--- src/rtl/video_pkg.sv ---
// Shared types and constants for the raster timing / test-pattern generator.
package video_pkg;

  // Test-pattern selection, latched once per frame.
  typedef enum logic [1:0] {
    STRIPES = 2'd0,
    BARS    = 2'd1,
    CHECKER = 2'd2,
    SOLID   = 2'd3
  } pattern_mode_e;

  // Colour-bar table as {R,G,B} on/off masks; each bit fans out to a full channel.
  // Order: white, yellow, cyan, green, magenta, red, blue, black.
  localparam logic [2:0] BAR_MASK [8] = '{
    3'b111, 3'b110, 3'b011, 3'b010, 3'b101, 3'b100, 3'b001, 3'b000
  };

  // Default 720x480 timing.
  localparam int unsigned DEF_H_ACTIVE = 720;
  localparam int unsigned DEF_H_FP     = 16;
  localparam int unsigned DEF_H_SYNC   = 62;
  localparam int unsigned DEF_H_BP     = 60;
  localparam int unsigned DEF_V_ACTIVE = 480;
  localparam int unsigned DEF_V_FP     = 9;
  localparam int unsigned DEF_V_SYNC   = 6;
  localparam int unsigned DEF_V_BP     = 30;

endpackage

--- src/rtl/video_pattern.sv ---
// Combinational test-pattern map: (x, y, mode, solid colour) -> {R,G,B}.
module video_pattern
  import video_pkg::*;
#(
  parameter int unsigned H_ACTIVE = DEF_H_ACTIVE,
  parameter int unsigned CNT_W    = 12,
  parameter int unsigned COLOR_W  = 8,
  parameter int unsigned CHK_LOG  = 4
) (
  input  logic [CNT_W-1:0]     x_i,
  input  logic [CNT_W-1:0]     y_i,
  input  pattern_mode_e        mode_i,
  input  logic [3*COLOR_W-1:0] solid_i,
  output logic [3*COLOR_W-1:0] rgb_o
);

  localparam int unsigned BAR_W_RAW = H_ACTIVE / 8;
  // Guard against a zero divisor for very narrow rasters.
  localparam int unsigned BAR_W     = (BAR_W_RAW == 0) ? 1 : BAR_W_RAW;

  localparam logic [CNT_W-1:0] STRIPE1 = CNT_W'(H_ACTIVE / 3);
  localparam logic [CNT_W-1:0] STRIPE2 = CNT_W'((2 * H_ACTIVE) / 3);
  localparam logic [CNT_W-1:0] BAR_DIV = CNT_W'(BAR_W);
  localparam logic [CNT_W-1:0] BAR_MAX = CNT_W'(7);

  logic [CNT_W-1:0] bar_idx_raw;
  logic [2:0]       bar_idx;
  logic [CNT_W-1:0] chk;
  logic [2:0]       mask;

  // Select a colour mask per pattern and expand it to full-scale channels.
  always_comb begin
    bar_idx_raw = x_i / BAR_DIV;
    bar_idx     = (bar_idx_raw > BAR_MAX) ? 3'd7 : bar_idx_raw[2:0];
    chk         = (x_i >> CHK_LOG) ^ (y_i >> CHK_LOG);
    mask        = 3'b000;
    case (mode_i)
      STRIPES: begin
        if (x_i < STRIPE1)      mask = 3'b100;
        else if (x_i < STRIPE2) mask = 3'b010;
        else                    mask = 3'b001;
      end
      BARS:    mask = BAR_MASK[bar_idx];
      CHECKER: mask = chk[0] ? 3'b000 : 3'b111;
      default: mask = 3'b000;
    endcase
    if (mode_i == SOLID) rgb_o = solid_i;
    else rgb_o = {{COLOR_W{mask[2]}}, {COLOR_W{mask[1]}}, {COLOR_W{mask[0]}}};
  end

endmodule

--- src/rtl/video_timing_gen.sv ---
// Parametrised raster timing generator with registered sync/de/coords/sof
// and a per-frame latched test pattern.
module video_timing_gen
  import video_pkg::*;
#(
  parameter int unsigned H_ACTIVE = DEF_H_ACTIVE,
  parameter int unsigned H_FP     = DEF_H_FP,
  parameter int unsigned H_SYNC   = DEF_H_SYNC,
  parameter int unsigned H_BP     = DEF_H_BP,
  parameter int unsigned V_ACTIVE = DEF_V_ACTIVE,
  parameter int unsigned V_FP     = DEF_V_FP,
  parameter int unsigned V_SYNC   = DEF_V_SYNC,
  parameter int unsigned V_BP     = DEF_V_BP,
  parameter logic        HS_POL   = 1'b0,
  parameter logic        VS_POL   = 1'b0,
  parameter int unsigned CNT_W    = 12,
  parameter int unsigned COLOR_W  = 8,
  parameter int unsigned CHK_LOG  = 4
) (
  input  logic                 clk,
  input  logic                 rst,
  input  logic                 ce,
  input  logic [1:0]           mode,
  input  logic [3*COLOR_W-1:0] solid_rgb,
  output logic                 hsync,
  output logic                 vsync,
  output logic                 de,
  output logic [CNT_W-1:0]     x,
  output logic [CNT_W-1:0]     y,
  output logic                 sof,
  output logic [3*COLOR_W-1:0] rgb
);

  localparam int unsigned H_TOTAL = H_ACTIVE + H_FP + H_SYNC + H_BP;
  localparam int unsigned V_TOTAL = V_ACTIVE + V_FP + V_SYNC + V_BP;

  if (H_TOTAL >= 2 ** CNT_W) begin : g_h_total_too_big
    $error("H_TOTAL does not fit in CNT_W bits");
  end
  if (V_TOTAL >= 2 ** CNT_W) begin : g_v_total_too_big
    $error("V_TOTAL does not fit in CNT_W bits");
  end

  localparam logic [CNT_W-1:0] H_LAST   = CNT_W'(H_TOTAL - 1);
  localparam logic [CNT_W-1:0] H_ACT    = CNT_W'(H_ACTIVE);
  localparam logic [CNT_W-1:0] HS_START = CNT_W'(H_ACTIVE + H_FP);
  localparam logic [CNT_W-1:0] HS_END   = CNT_W'(H_ACTIVE + H_FP + H_SYNC);
  localparam logic [CNT_W-1:0] V_LAST   = CNT_W'(V_TOTAL - 1);
  localparam logic [CNT_W-1:0] V_ACT    = CNT_W'(V_ACTIVE);
  localparam logic [CNT_W-1:0] VS_START = CNT_W'(V_ACTIVE + V_FP);
  localparam logic [CNT_W-1:0] VS_END   = CNT_W'(V_ACTIVE + V_FP + V_SYNC);

  logic [CNT_W-1:0]     h_q, h_d, v_q, v_d;
  pattern_mode_e        mode_q, mode_d;
  logic [3*COLOR_W-1:0] solid_q, solid_d;
  logic                 hsync_q, hsync_d, vsync_q, vsync_d;
  logic                 de_q, de_d, sof_q, sof_d;
  logic [CNT_W-1:0]     x_q, x_d, y_q, y_d;
  logic [3*COLOR_W-1:0] rgb_q, rgb_d;
  logic [3*COLOR_W-1:0] pat_rgb;
  logic                 h_wrap, v_wrap;

  // The pattern sees the raw counters; rgb is gated by de, where x=h and y=v.
  video_pattern #(
    .H_ACTIVE (H_ACTIVE),
    .CNT_W    (CNT_W),
    .COLOR_W  (COLOR_W),
    .CHK_LOG  (CHK_LOG)
  ) u_pattern (
    .x_i     (h_q),
    .y_i     (v_q),
    .mode_i  (mode_q),
    .solid_i (solid_q),
    .rgb_o   (pat_rgb)
  );

  // Counter advance, frame-boundary pattern latch and next output values.
  always_comb begin
    h_wrap  = (h_q == H_LAST);
    v_wrap  = (v_q == V_LAST);
    h_d     = h_wrap ? '0 : h_q + 1'b1;
    v_d     = v_q;
    if (h_wrap) v_d = v_wrap ? '0 : v_q + 1'b1;

    mode_d  = mode_q;
    solid_d = solid_q;
    if (h_wrap && v_wrap) begin
      mode_d  = pattern_mode_e'(mode);
      solid_d = solid_rgb;
    end

    de_d    = (h_q < H_ACT) && (v_q < V_ACT);
    hsync_d = ((h_q >= HS_START) && (h_q < HS_END)) ? HS_POL : ~HS_POL;
    vsync_d = ((v_q >= VS_START) && (v_q < VS_END)) ? VS_POL : ~VS_POL;
    x_d     = de_d ? h_q : x_q;
    y_d     = de_d ? v_q : y_q;
    sof_d   = de_d && (h_q == '0) && (v_q == '0);
    rgb_d   = de_d ? pat_rgb : '0;
  end

  // State and output registers; reset wins over ce, ce=0 holds everything.
  always_ff @(posedge clk) begin
    if (rst) begin
      h_q     <= '0;
      v_q     <= '0;
      mode_q  <= STRIPES;
      solid_q <= '0;
      hsync_q <= ~HS_POL;
      vsync_q <= ~VS_POL;
      de_q    <= 1'b0;
      x_q     <= '0;
      y_q     <= '0;
      sof_q   <= 1'b0;
      rgb_q   <= '0;
    end else if (ce) begin
      h_q     <= h_d;
      v_q     <= v_d;
      mode_q  <= mode_d;
      solid_q <= solid_d;
      hsync_q <= hsync_d;
      vsync_q <= vsync_d;
      de_q    <= de_d;
      x_q     <= x_d;
      y_q     <= y_d;
      sof_q   <= sof_d;
      rgb_q   <= rgb_d;
    end
  end

  assign hsync = hsync_q;
  assign vsync = vsync_q;
  assign de    = de_q;
  assign x     = x_q;
  assign y     = y_q;
  assign sof   = sof_q;
  assign rgb   = rgb_q;

endmodule
--- config.mk ---
export PLATFORM = sky130hd
export DESIGN_NAME = video_timing_gen
export DESIGN_NICKNAME = d
export VERILOG_FILES = /design/src/rtl/video_pkg.sv /design/src/rtl/video_pattern.sv /design/src/rtl/video_timing_gen.sv
export SDC_FILE = /design/constraint.sdc
export NUM_CORES = 1
export LEC_CHECK = 0
export BUFFER_PORTS_ARGS = -buffer_cell sky130_fd_sc_hd__buf_4
export CAP_MARGIN = 20
export CORE_ASPECT_RATIO = 0.5
export CORE_MARGIN = 3
export CORE_UTILIZATION = 59
export CTS_CLUSTER_DIAMETER = 40
export DETAILED_ROUTE_END_ITERATION = 7
export PLACE_DENSITY = 0.81
export SLEW_MARGIN = 10
export SYNTH_ARGS = -nofsm -noshare
export SYNTH_HDL_FRONTEND = slang
export SYNTH_HIERARCHICAL = 1
export SYNTH_SLANG_ARGS = --single-unit
--- constraint.sdc ---
create_clock -name clk -period 5.1 [get_ports clk]
set_input_delay 1.02 -clock clk [delete_from_list [all_inputs] [get_ports clk]]
set_output_delay 1.02 -clock clk [all_outputs]
set_load 0.005 [all_outputs]
# Word-level counts from Yosys, hierarchy flattened
# Memory sizes are Yosys's and may differ from the RTL's.
# Index checks and enable logic that the tools add are counted.
[totals]
ff_bits = 102
rom_bits = 24
inputBits = 29
wordCells = 57
mem_count = 1
[classes]
add_sub_neg = 2
n_div = 1
n_lt_le_gt_ge = 10
n_eq_ne = 5
mux = 13
bitwise = 2
reduce_logical = 12
[mem_list]
columns = ["name", "depth", "width", "rd", "rd_ports_with_merged_regs", "write_ports", "line_no", "rtl"]
rows = [
  ["(no name shown)", 8, 3, 1, 0, 0, "video_pattern.sv:43", "BARS: mask = BAR_MASK[bar_idx];"],
]
[ops]
columns = ["operator", "count"]
rows = [
  ["24-bit 2-to-1 mux", 2],
  ["12-bit by 9-bit < comparator with 1-bit output, second input constant", 3],
  ["12-bit by 1-bit adder with 12-bit output, second input constant", 2],
  ["12-bit by 10-bit equality test with 1-bit output, second input constant", 2],
  ["12-bit zero test", 2],
  ["12-bit by 10-bit < comparator with 1-bit output, second input constant", 2],
  ["12-bit 2-to-1 mux", 2],
  ["3-bit 2-to-1 mux", 5],
  ["12-bit by 7-bit divider with 12-bit output, second input constant", 1],
  ["12-bit by 10-bit >= comparator with 1-bit output, second input constant", 1],
  ["12-bit by 9-bit >= comparator with 1-bit output, second input constant", 1],
  ["12-bit by 3-bit greater-than comparator with 1-bit output, second input constant", 1],
  ["12-bit by 8-bit < comparator with 1-bit output, second input constant", 1],
  ["3-bit case mux with 3 select lines", 1],
  ["1-bit logical AND", 6],
  ["2-bit AND reduction", 3],
  ["2-bit equality test, second input constant", 2],
  ["4-bit >= comparator, second input constant", 1],
  ["3-bit NOT with 4-bit output", 1],
  ["2-bit by 1-bit equality test with 1-bit output, second input constant", 1],
  ["2-bit zero test", 1],
  ["1-bit 2-to-1 mux", 2],
  ["2-bit 2-to-1 mux", 1],
  ["1-bit bitwise XOR", 1],
]

# Depth between registers and ports, before layout
# Gate-level depths: netlist of run 1.
[depth]
word_depth = 10
ltp_mapped = 18
depth_no_buf = 14

# Modules after synthesis
# Netlist of run 1, hierarchy kept.
[modules_own_cells]
columns = ["module", "instances", "cells_per_inst", "area_per_inst_um2"]
rows = [
  ["video_timing_gen", 1, 513, 4327.9],
  ["video_pattern", 1, 282, 1824.2],
]

# Least setup slack after synthesis of run 1
# No wires, ideal clock.
[synth_path]
path_type = "reg-to-reg"
start = "register h_q[10]"
end = "register rgb_q[0] (netlist: rgb[0])"
setup_time_ps = 128
arrival_ps = 3637
setup_slack_ps = 1336
path_stages_with_launch = 18
path_buffers = 3
period_less_slack_ps = 3764
cell_sequence = "dfxtp_1 -> buf_2 -> and2b_1 -> a2bb2oi_2 -> o221a_1 -> a311oi_2 -> o21a_1 -> buf_6 -> or3_4 -> o211a_2 -> a21o_4 -> or3_1 -> and4b_1 -> buf_6 -> a211oi_1 -> a22oi_1 -> a21oi_1 -> nor2_1"
[synth_via]
elab_chain_len = 10
word_cells_on_any_way = 16
classes_between = "1 x div; 4 x order compare; 8 x mux; 1 x bitwise; 1 x reduce/logical; 1 x memory"
[synth_rtl]
columns = ["element", "line_no", "rtl"]
rows = [
  ["from (decl)", "video_timing_gen.sv:53", "logic [CNT_W-1:0] h_q, h_d, v_q, v_d;"],
  ["from (signal assigned)", "video_timing_gen.sv:104", "h_q <= '0;"],
  ["from (signal assigned)", "video_timing_gen.sv:116", "h_q <= h_d;"],
  ["12-bit by 7-bit divider with 12-bit output", "video_pattern.sv:33", "bar_idx_raw = x_i / BAR_DIV;"],
  ["12-bit by 3-bit greater-than comparator with 1-bit output", "video_pattern.sv:34", "bar_idx = (bar_idx_raw > BAR_MAX) ? 3'd7 : bar_idx_raw[2:0];"],
  ["3-bit 2-to-1 mux", "video_pattern.sv:34", ""],
  ["3-bit NOT with 4-bit output (implied by the code)", "video_pattern.sv:43", ""],
  ["memory 8 x 3 bit", "--", ""],
  ["3-bit 2-to-1 mux (implied by the code) (2 in series)", "video_pattern.sv:43", ""],
  ["3-bit case mux with 3 select lines *", "video_pattern.sv:37", "case (mode_i)"],
  ["24-bit 2-to-1 mux *", "video_pattern.sv:47", "if (mode_i == SOLID) rgb_o = solid_i;"],
  ["named net pat_rgb[0]", "video_timing_gen.sv:60", "logic [3*COLOR_W-1:0] pat_rgb;"],
  ["24-bit 2-to-1 mux *", "video_timing_gen.sv:98", "rgb_d = de_d ? pat_rgb : '0;"],
  ["to (signal assigned)", "video_timing_gen.sv:126", "rgb_q <= rgb_d;"],
  ["to (decl)", "video_timing_gen.sv:59", "logic [3*COLOR_W-1:0] rgb_q, rgb_d;"],
]
# The timed path passes the listed nets; every way through them passes the cells marked *. The select of a mux whose other input is x is not followed.
# A chain may end at the register's enable or synchronous reset.

# Worst setup path after layout of run 1
[layout_path]
start = "register h_q[8]"
end = "register rgb_q[0] (netlist: rgb[0])"
# Same word-level chain as after synthesis.

==> impl_summary.log, run 1 <==
[metrics] clock transition at the registers of the reported paths: around 70 ps
[metrics] top_reg_cell synth: sky130_fd_sc_hd__dfxtp_1
[metrics] post-layout total power: about 1600 uW
[metrics] final setup vio count: 0
[metrics] post-synthesis instance area: around 6000 um^2
[metrics] worst setup path class: flop to flop
[metrics] Synth area leader: sky130_fd_sc_hd__dfxtp_1
[metrics] worst setup slack after layout: around 630 ps
[metrics] main combinational cell family by area after synthesis: simple AND/OR/NAND/NOR gates
[metrics] total area of multi-input combinational cells: around 3700 um^2
[metrics] proportion of netlist area held by the largest area contributor: 33.2%
[metrics] # IOs: 81
[metrics] share of the yosys chip area belonging to registers: between 30% and 40%
[metrics] Period minus WS final: roughly 4500 ps
[metrics] die footprint: approximately 12,000 um^2
[metrics] Clock Path Buffers: 2
[metrics] part of the total power dissipated in the clock network: 42.6%
[metrics] highest clock rate: ~220 MHz
[metrics] number of nets in the final layout: 872
[metrics] fraction of the mapped netlist area in adder cells: 1.42%
[metrics] Clock Skew: roughly 7.0 ps
[metrics] dpl hpwl: approximately 11,000 um
[metrics] final weighted congestion of routability-driven global placement: just under 0.9
[metrics] Setup crit end kind: flop
[metrics] Worst-Skew Late Latency: 350 ps
[metrics] share of synthesized registers carrying an async set or reset: 0%
[metrics] number of DRC markers in iteration 0: 649
[metrics] cell at the root of the clock tree: sky130_fd_sc_hd__clkbuf_16
[metrics] pin count of the biggest net entering global routing: 81
[metrics] worst slew slack as a fraction of its limit: approximately 28%
[metrics] Hold Slack: 454 ps
[metrics] maximum level of the CTS H-tree: 3
[metrics] Post-Synth XOR/XNOR Area: under 10%
[metrics] mux cell area share after synthesis: a little over 1%
[metrics] vias after detailed routing: 6,089
[metrics] fin util: around 70%
[metrics] total area of sequential cells: 2040 um^2
[metrics] post-synthesis instance total: 795
[metrics] maximum VDD drop: roughly 0.24 mV
[metrics] count of hold-fix buffers inserted at cts: 0
[metrics] fill cell instance count of the final layout: roughly 800
[metrics] Yosys cell types: 85
[metrics] Worst Max-Slew Pin Slew: approximately 1100 ps
[metrics] worst min-delay path category: flop to flop
[metrics] via count of the first global-routing pass: roughly 5,500
[metrics] post-synth net total: between 800 and 900
[metrics] leading post-synthesis cells by cell area: sky130_fd_sc_hd__dfxtp_1 (33%), sky130_fd_sc_hd__a21oi_1 (8.4%), sky130_fd_sc_hd__nand2_1 (5.4%), sky130_fd_sc_hd__nand3_1 (4.1%), sky130_fd_sc_hd__nor2_1 (3.7%)
[metrics] Post-CTS Resized: 0
[metrics] port bufs: 80
[metrics] Final Slew Violations: 0
[metrics] pre-CTS setup slack: ~690 ps
[metrics] Final TNS setup: 0 ps
[metrics] number of synthesized flops with an enable pin: 0
[metrics] final hold violation count: 0
[metrics] initial antenna violation count: 0
[metrics] unrepaired setup endpoints after global routing: false
[metrics] Sw Ratio: between 20% and 30%
[metrics] wire length per cell: 16.9 um
[metrics] post-synthesis register bit count: around 100
[metrics] simple logic cell fraction of the synthesized area: between 20% and 30%
[metrics] Arrival @ worst endpoint: ~4700 ps
[metrics] NetSw: ~380 uW
[metrics] vias per std cell: between 6 and 7
[metrics] portion of total power attributed to sequential cells: between 50% and 60%
[metrics] count of antenna diodes in the layout: 0
[metrics] Post-DRT Antenna Nets: 0
[metrics] outcome: complete, no violations
[metrics] global-route wire length before repair: 27,000 um
[metrics] GRT Util Overall: between 20 and 30%
[metrics] Critical Path RT: between 5000 and 6000 ps
[metrics] number of synthesis warnings: 6
[metrics] Area Growth Syn to Fin: 14.0%
[metrics] leakage component of the power: approximately 0.0027 uW
[metrics] Post-CTS Setup Inserts: 0
[metrics] dominant cell by count in the synthesized netlist: sky130_fd_sc_hd__a21oi_1
[metrics] complex-gate fraction of the synthesized area: between 20% and 30%
[metrics] Starting Density: a little over three fifths
[metrics] overflow left after global routing: 0
[metrics] Cell Rows: 25
[metrics] DRT Pass-1 Iters: 6
[metrics] crit share post-route: approximately 88%
[metrics] die width: approximately 150 um
[metrics] Pint: between 1000 and 1500 uW
[metrics] Crit Path Max Fanout: 15
[metrics] die span in y: approximately 78 um
[metrics] CORE AREA: between 9000 and 10,000 um^2
[metrics] clock tree from TritonCTS: yes
[metrics] Post-route DRC: 0
[metrics] fraction of layout cells with a size suffix above 1: approximately 17%
[metrics] final WL: approximately 16,000 um
[metrics] total clock buffers created by CTS: 9
[metrics] commonest cells in the netlist: sky130_fd_sc_hd__a21oi_1 (103), sky130_fd_sc_hd__dfxtp_1 (102), sky130_fd_sc_hd__nand2_1 (89)
[metrics] mean instance size in the synthesized netlist: just under 8 um^2
[metrics] Sinks on Clock Net: slightly above 100
[metrics] Power Density: 232 nW/um^2
[metrics] reported max-cap violation count: 0
[metrics] nature of the critical path startpoint: flop
[metrics] Combinational Power Share: under 10%
[layout make-up]
type,count,share of cell area (%)
repair buffers,96,10.3
clock inverters,5,0.857
well taps,135,2.41
clock buffers,10,3.41
multi-input cells,614,53.2
inverters,13,0.696
flip-flops and latches,102,29.1
[placed cells by master (no fill, tap or decap), types with 10 or more instances in the layout]
cell	netlist	routed
sky130_fd_sc_hd__buf_4	1	96
sky130_fd_sc_hd__nor3_1	11	11
sky130_fd_sc_hd__a211oi_1	10	10
sky130_fd_sc_hd__a21o_1	18	18
sky130_fd_sc_hd__nand2_1	89	89
sky130_fd_sc_hd__nor2b_1	28	28
sky130_fd_sc_hd__nand4_1	16	16
sky130_fd_sc_hd__xnor2_1	10	10
sky130_fd_sc_hd__nand3_1	50	50
sky130_fd_sc_hd__o21ai_0	35	35
sky130_fd_sc_hd__o21ai_1	15	15
sky130_fd_sc_hd__dfxtp_1	102	102
sky130_fd_sc_hd__a21oi_1	103	103
sky130_fd_sc_hd__nor2_1	60	60
sky130_fd_sc_hd__inv_1	13	13
[worst max-delay path: stages (launching register included)]
cell	delay (ps)
sky130_fd_sc_hd__dfxtp_1	650
sky130_fd_sc_hd__a21o_1	250
sky130_fd_sc_hd__a21boi_0	110
sky130_fd_sc_hd__or2_2	350
sky130_fd_sc_hd__a311oi_2	320
sky130_fd_sc_hd__o21a_1	470
sky130_fd_sc_hd__o21ai_0	270
sky130_fd_sc_hd__o211a_2	240
sky130_fd_sc_hd__a21o_4	260
sky130_fd_sc_hd__a211oi_4	320
sky130_fd_sc_hd__a211oi_1	140
sky130_fd_sc_hd__a211oi_2	520
sky130_fd_sc_hd__a22oi_1	200
sky130_fd_sc_hd__a21oi_1	160
sky130_fd_sc_hd__nor2_1	50
[state kept, by name, summed over array words and instances, names as in the netlist, 2 cells and up]
signal	cells
h_q	12
mode_q	2
y	12
rgb	24
v_q	12
x	12
solid_q	24
[path summary, 6_finish.rpt]
check | end | depth (start not counted) | slack, ps | startpoint
worst max register to register | rgb[0] | 14 | 630 | h_q[8]
worst min-delay path | x[4] | 2 | 450 | x[4]
worst max-delay path | rgb[0] | 14 | 630 | h_q[8]
worst min register to register | x[4] | 2 | 450 | x[4]
[per-stage QoR]
step,cells,instance area (um^2)
after floorplan,795,6150
after global placement,960,6710
after detailed placement,960,6710
after CTS,975,7010
after global routing,975,7010
final,975,7010
[power by group through the flow]
stage | clock, uW | sequential (uW) | combinational (uW)
global placement | 0 | 840 | 110
floorplan | 0 | 837 | 65.4
CTS | 700 | 823 | 112
detailed placement | 0 | 840 | 111
finish | 694 | 823 | 113
global route | 740 | 824 | 122
[cell families after synthesis]
kind of cell,after synthesis
flip-flops,102
adder cells (fa/ha/maj),7
multiplexers,6
XOR/XNOR,18
AO/OA/AOI/OAI,257
buffers and inverters,79
AND/OR/NAND/NOR,326
[metal layers]
| metal | part of all wire [%] | GRT usage [%] | vias to the layer above |
|---|---|---|---|
| li1 | - | - | 2946 |
| met1 | 46 | 38.9 | 2866 |
| met2 | 45 | 43.9 | 239 |
| met3 | 7.1 | 5.59 | 38 |
| met4 | 1.8 | 7.66 | 0 |
| met5 | 0 | 0 | - |
Note: power is estimated with default switching activity, not from simulation.
==> run 2, diff against run 1 <==
--- a/config.mk
+++ b/config.mk
@@ -7,12 +7,14 @@
 export LEC_CHECK = 0
 export BUFFER_PORTS_ARGS = -buffer_cell sky130_fd_sc_hd__buf_4
 export CAP_MARGIN = 20
+export CELL_PAD_IN_SITES_DETAIL_PLACEMENT = 1
+export CELL_PAD_IN_SITES_GLOBAL_PLACEMENT = 1
 export CORE_ASPECT_RATIO = 0.5
 export CORE_MARGIN = 3
-export CORE_UTILIZATION = 59
+export CORE_UTILIZATION = 43
 export CTS_CLUSTER_DIAMETER = 40
 export DETAILED_ROUTE_END_ITERATION = 7
-export PLACE_DENSITY = 0.81
+export PLACE_DENSITY_LB_ADDON = 0.1
 export SLEW_MARGIN = 10
 export SYNTH_ARGS = -nofsm -noshare
 export SYNTH_HDL_FRONTEND = slang
==> run 2 against run 1 <==
Net effect: die area is 35% higher; clock skew is 2.2 ps higher; critical path depth stayed put; wire length is 16% higher; critical path type unchanged; largest cell class unchanged; first-iteration DRC count is 26% lower; clock-buffer cell count is 1 lower.
==> impl_summary.log, run 2 (synthesized netlist as in run 1, its figures left out) <==
[metrics] nature of the critical path startpoint: flop
[metrics] crit share post-route: 91.8%
[metrics] unrepaired setup endpoints after global routing: false
[metrics] die span in y: a little over 90 um
[metrics] initial antenna violation count: 0
[metrics] number of DRC markers in iteration 0: roughly 480
[metrics] Sinks on Clock Net: 102
[metrics] Worst-Skew Late Latency: about 360 ps
[metrics] Post-route DRC: 0
[metrics] outcome: complete, no violations
[metrics] CORE AREA: between 10,000 and 15,000 um^2
[metrics] vias after detailed routing: 6,155
[metrics] fraction of layout cells with a size suffix above 1: ~17%
[metrics] overflow left after global routing: 0
[metrics] Area Growth Syn to Fin: 15.7%
[metrics] Clock Skew: 9.17 ps
[metrics] via count of the first global-routing pass: about 6,000
[metrics] worst min-delay path category: flop to flop
[metrics] post-layout total power: between 1500 and 2000 uW
[metrics] Final Slew Violations: 0
[metrics] count of hold-fix buffers inserted at cts: 0
[metrics] vias per std cell: around 6
[metrics] Arrival @ worst endpoint: approximately 4900 ps
[metrics] Crit Path Max Fanout: 22
[metrics] global-route wire length before repair: between 30,000 and 40,000 um
[metrics] reported max-cap violation count: 0
[metrics] maximum VDD drop: around 0.18 mV
[metrics] final hold violation count: 0
[metrics] Period minus WS final: 4680 ps
[metrics] DRT Pass-1 Iters: 5
[metrics] Post-DRT Antenna Nets: 0
[metrics] wire length per cell: 18.5 um
[metrics] fill cell instance count of the final layout: 1,729
[metrics] total clock buffers created by CTS: 9
[metrics] dpl hpwl: 13,000 um
[metrics] Final TNS setup: 0 ps
[metrics] worst slew slack as a fraction of its limit: around 33%
[metrics] Worst Max-Slew Pin Slew: 1010 ps
[metrics] final WL: roughly 19,000 um
[metrics] Final Instance Area: between 7000 and 8000 um^2
[metrics] Critical Path RT: ~5300 ps
[metrics] final setup vio count: 0
[metrics] Setup crit end kind: flop
[metrics] cell area reported after detailed placement: slightly below 7000 um^2
[metrics] GRT Util Overall: 24.1%
[metrics] number of nets in the final layout: between 800 and 900
[metrics] pin count of the biggest net entering global routing: 81
[metrics] Crit-path slowest cell: sky130_fd_sc_hd__dfxtp_1
[metrics] leading cell types in the layout, fill and taps excluded: sky130_fd_sc_hd__a21oi_1 (103), sky130_fd_sc_hd__dfxtp_1 (99), sky130_fd_sc_hd__buf_4 (95)
[metrics] clock tree from TritonCTS: yes
[metrics] die footprint: 15,900 um^2
[metrics] Hold Slack: about 460 ps
[metrics] commonest non-fill, non-tap cell in the layout: sky130_fd_sc_hd__a21oi_1
[metrics] Cell Rows: 30
[metrics] leakage component of the power: between 0.002 and 0.003 uW
[metrics] highest clock rate: roughly 210 MHz
[metrics] critical path, cell by cell: nand4_2 -> a32oi_4 -> nor4b_2 -> o31ai_1 -> o21a_1 -> a221oi_4 -> nand3_1 -> a21o_4 -> a211oi_4 -> a211oi_1 -> a211oi_2 -> a22oi_1 -> a21oi_1 -> nor2_1
[metrics] pre-CTS setup slack: roughly 350 ps
[metrics] Starting Density: between 40% and 50%
[metrics] count of antenna diodes in the layout: 0
[metrics] # IOs: 81
[metrics] die width: about 180 um
[metrics] worst setup path class: flop to flop
[metrics] cell at the root of the clock tree: sky130_fd_sc_hd__clkbuf_16
[metrics] worst setup slack after layout: 416 ps
[metrics] Slowest Stage Delay on Critical Path: a little over 800 ps
[metrics] clock transition at the registers of the reported paths: ~70 ps
[metrics] Clock Path Buffers: 2
[metrics] port bufs: 80
[metrics] Power Density: about 240 nW/um^2
[metrics] maximum level of the CTS H-tree: 3
[metrics] final weighted congestion of routability-driven global placement: between 0.8 and 0.9
run 2: per-layer routing:
metal / routed length, um / up-vias / global-route usage [%]
li1: - / 2957 / -
met1: 9320 / 3059 / 33.4
met2: 8820 / 123 / 38.7
met3: 838 / 16 / 5.25
met4: 144 / 0 / 4.58
met5: 0 / - / 0
run 2: worst max-delay path: cells and delay by family (launching register included):
kind	cells	cell delay, ps
simple gates	4	760
compound gates	10	2960
flops	1	820
run 2: area by class of cell:
class | instances | area, um^2 | area share (%)
multi-input combinational | 614 | 3730 | 52.4
sequential | 102 | 2050 | 28.7
timing repair buffer | 95 | 713 | 10.0
tap | 192 | 240 | 3.37
clock buffer | 9 | 225 | 3.16
clock inverter | 7 | 115 | 1.62
inverter | 13 | 48.8 | 0.685
run 2: final timing paths:
check	startpoint	endpoint	slack (ps)	cells past startpoint
hold reg to reg	x[7]	x[7]	460	2
setup reg to reg	h_q[11]	rgb[3]	420	14
hold / removal	x[7]	x[7]	460	2
setup / recovery	h_q[11]	rgb[3]	420	14
run 2: what timing repair did:
item / CTS / global route
setup buffers: 0 / 0
endpoints found under the setup margin: 0 / 8
gates resized for setup: 0 / 3
run 2: stage by stage:
stage	cells	util, %
after CTS	1032	51.7
after floorplan	795	-
after global routing	1032	51.7
final	1032	51.7
after detailed placement	1016	49.2
after global placement	1016	49.2
run 2: report_power, final:
part           leakage [uW]  internal [uW]  switching [uW]  total (uW)
logic               0.00169           48.4            67.7         116
registers          0.000826            808            13.9         822
clock network      0.000163            443             340         784
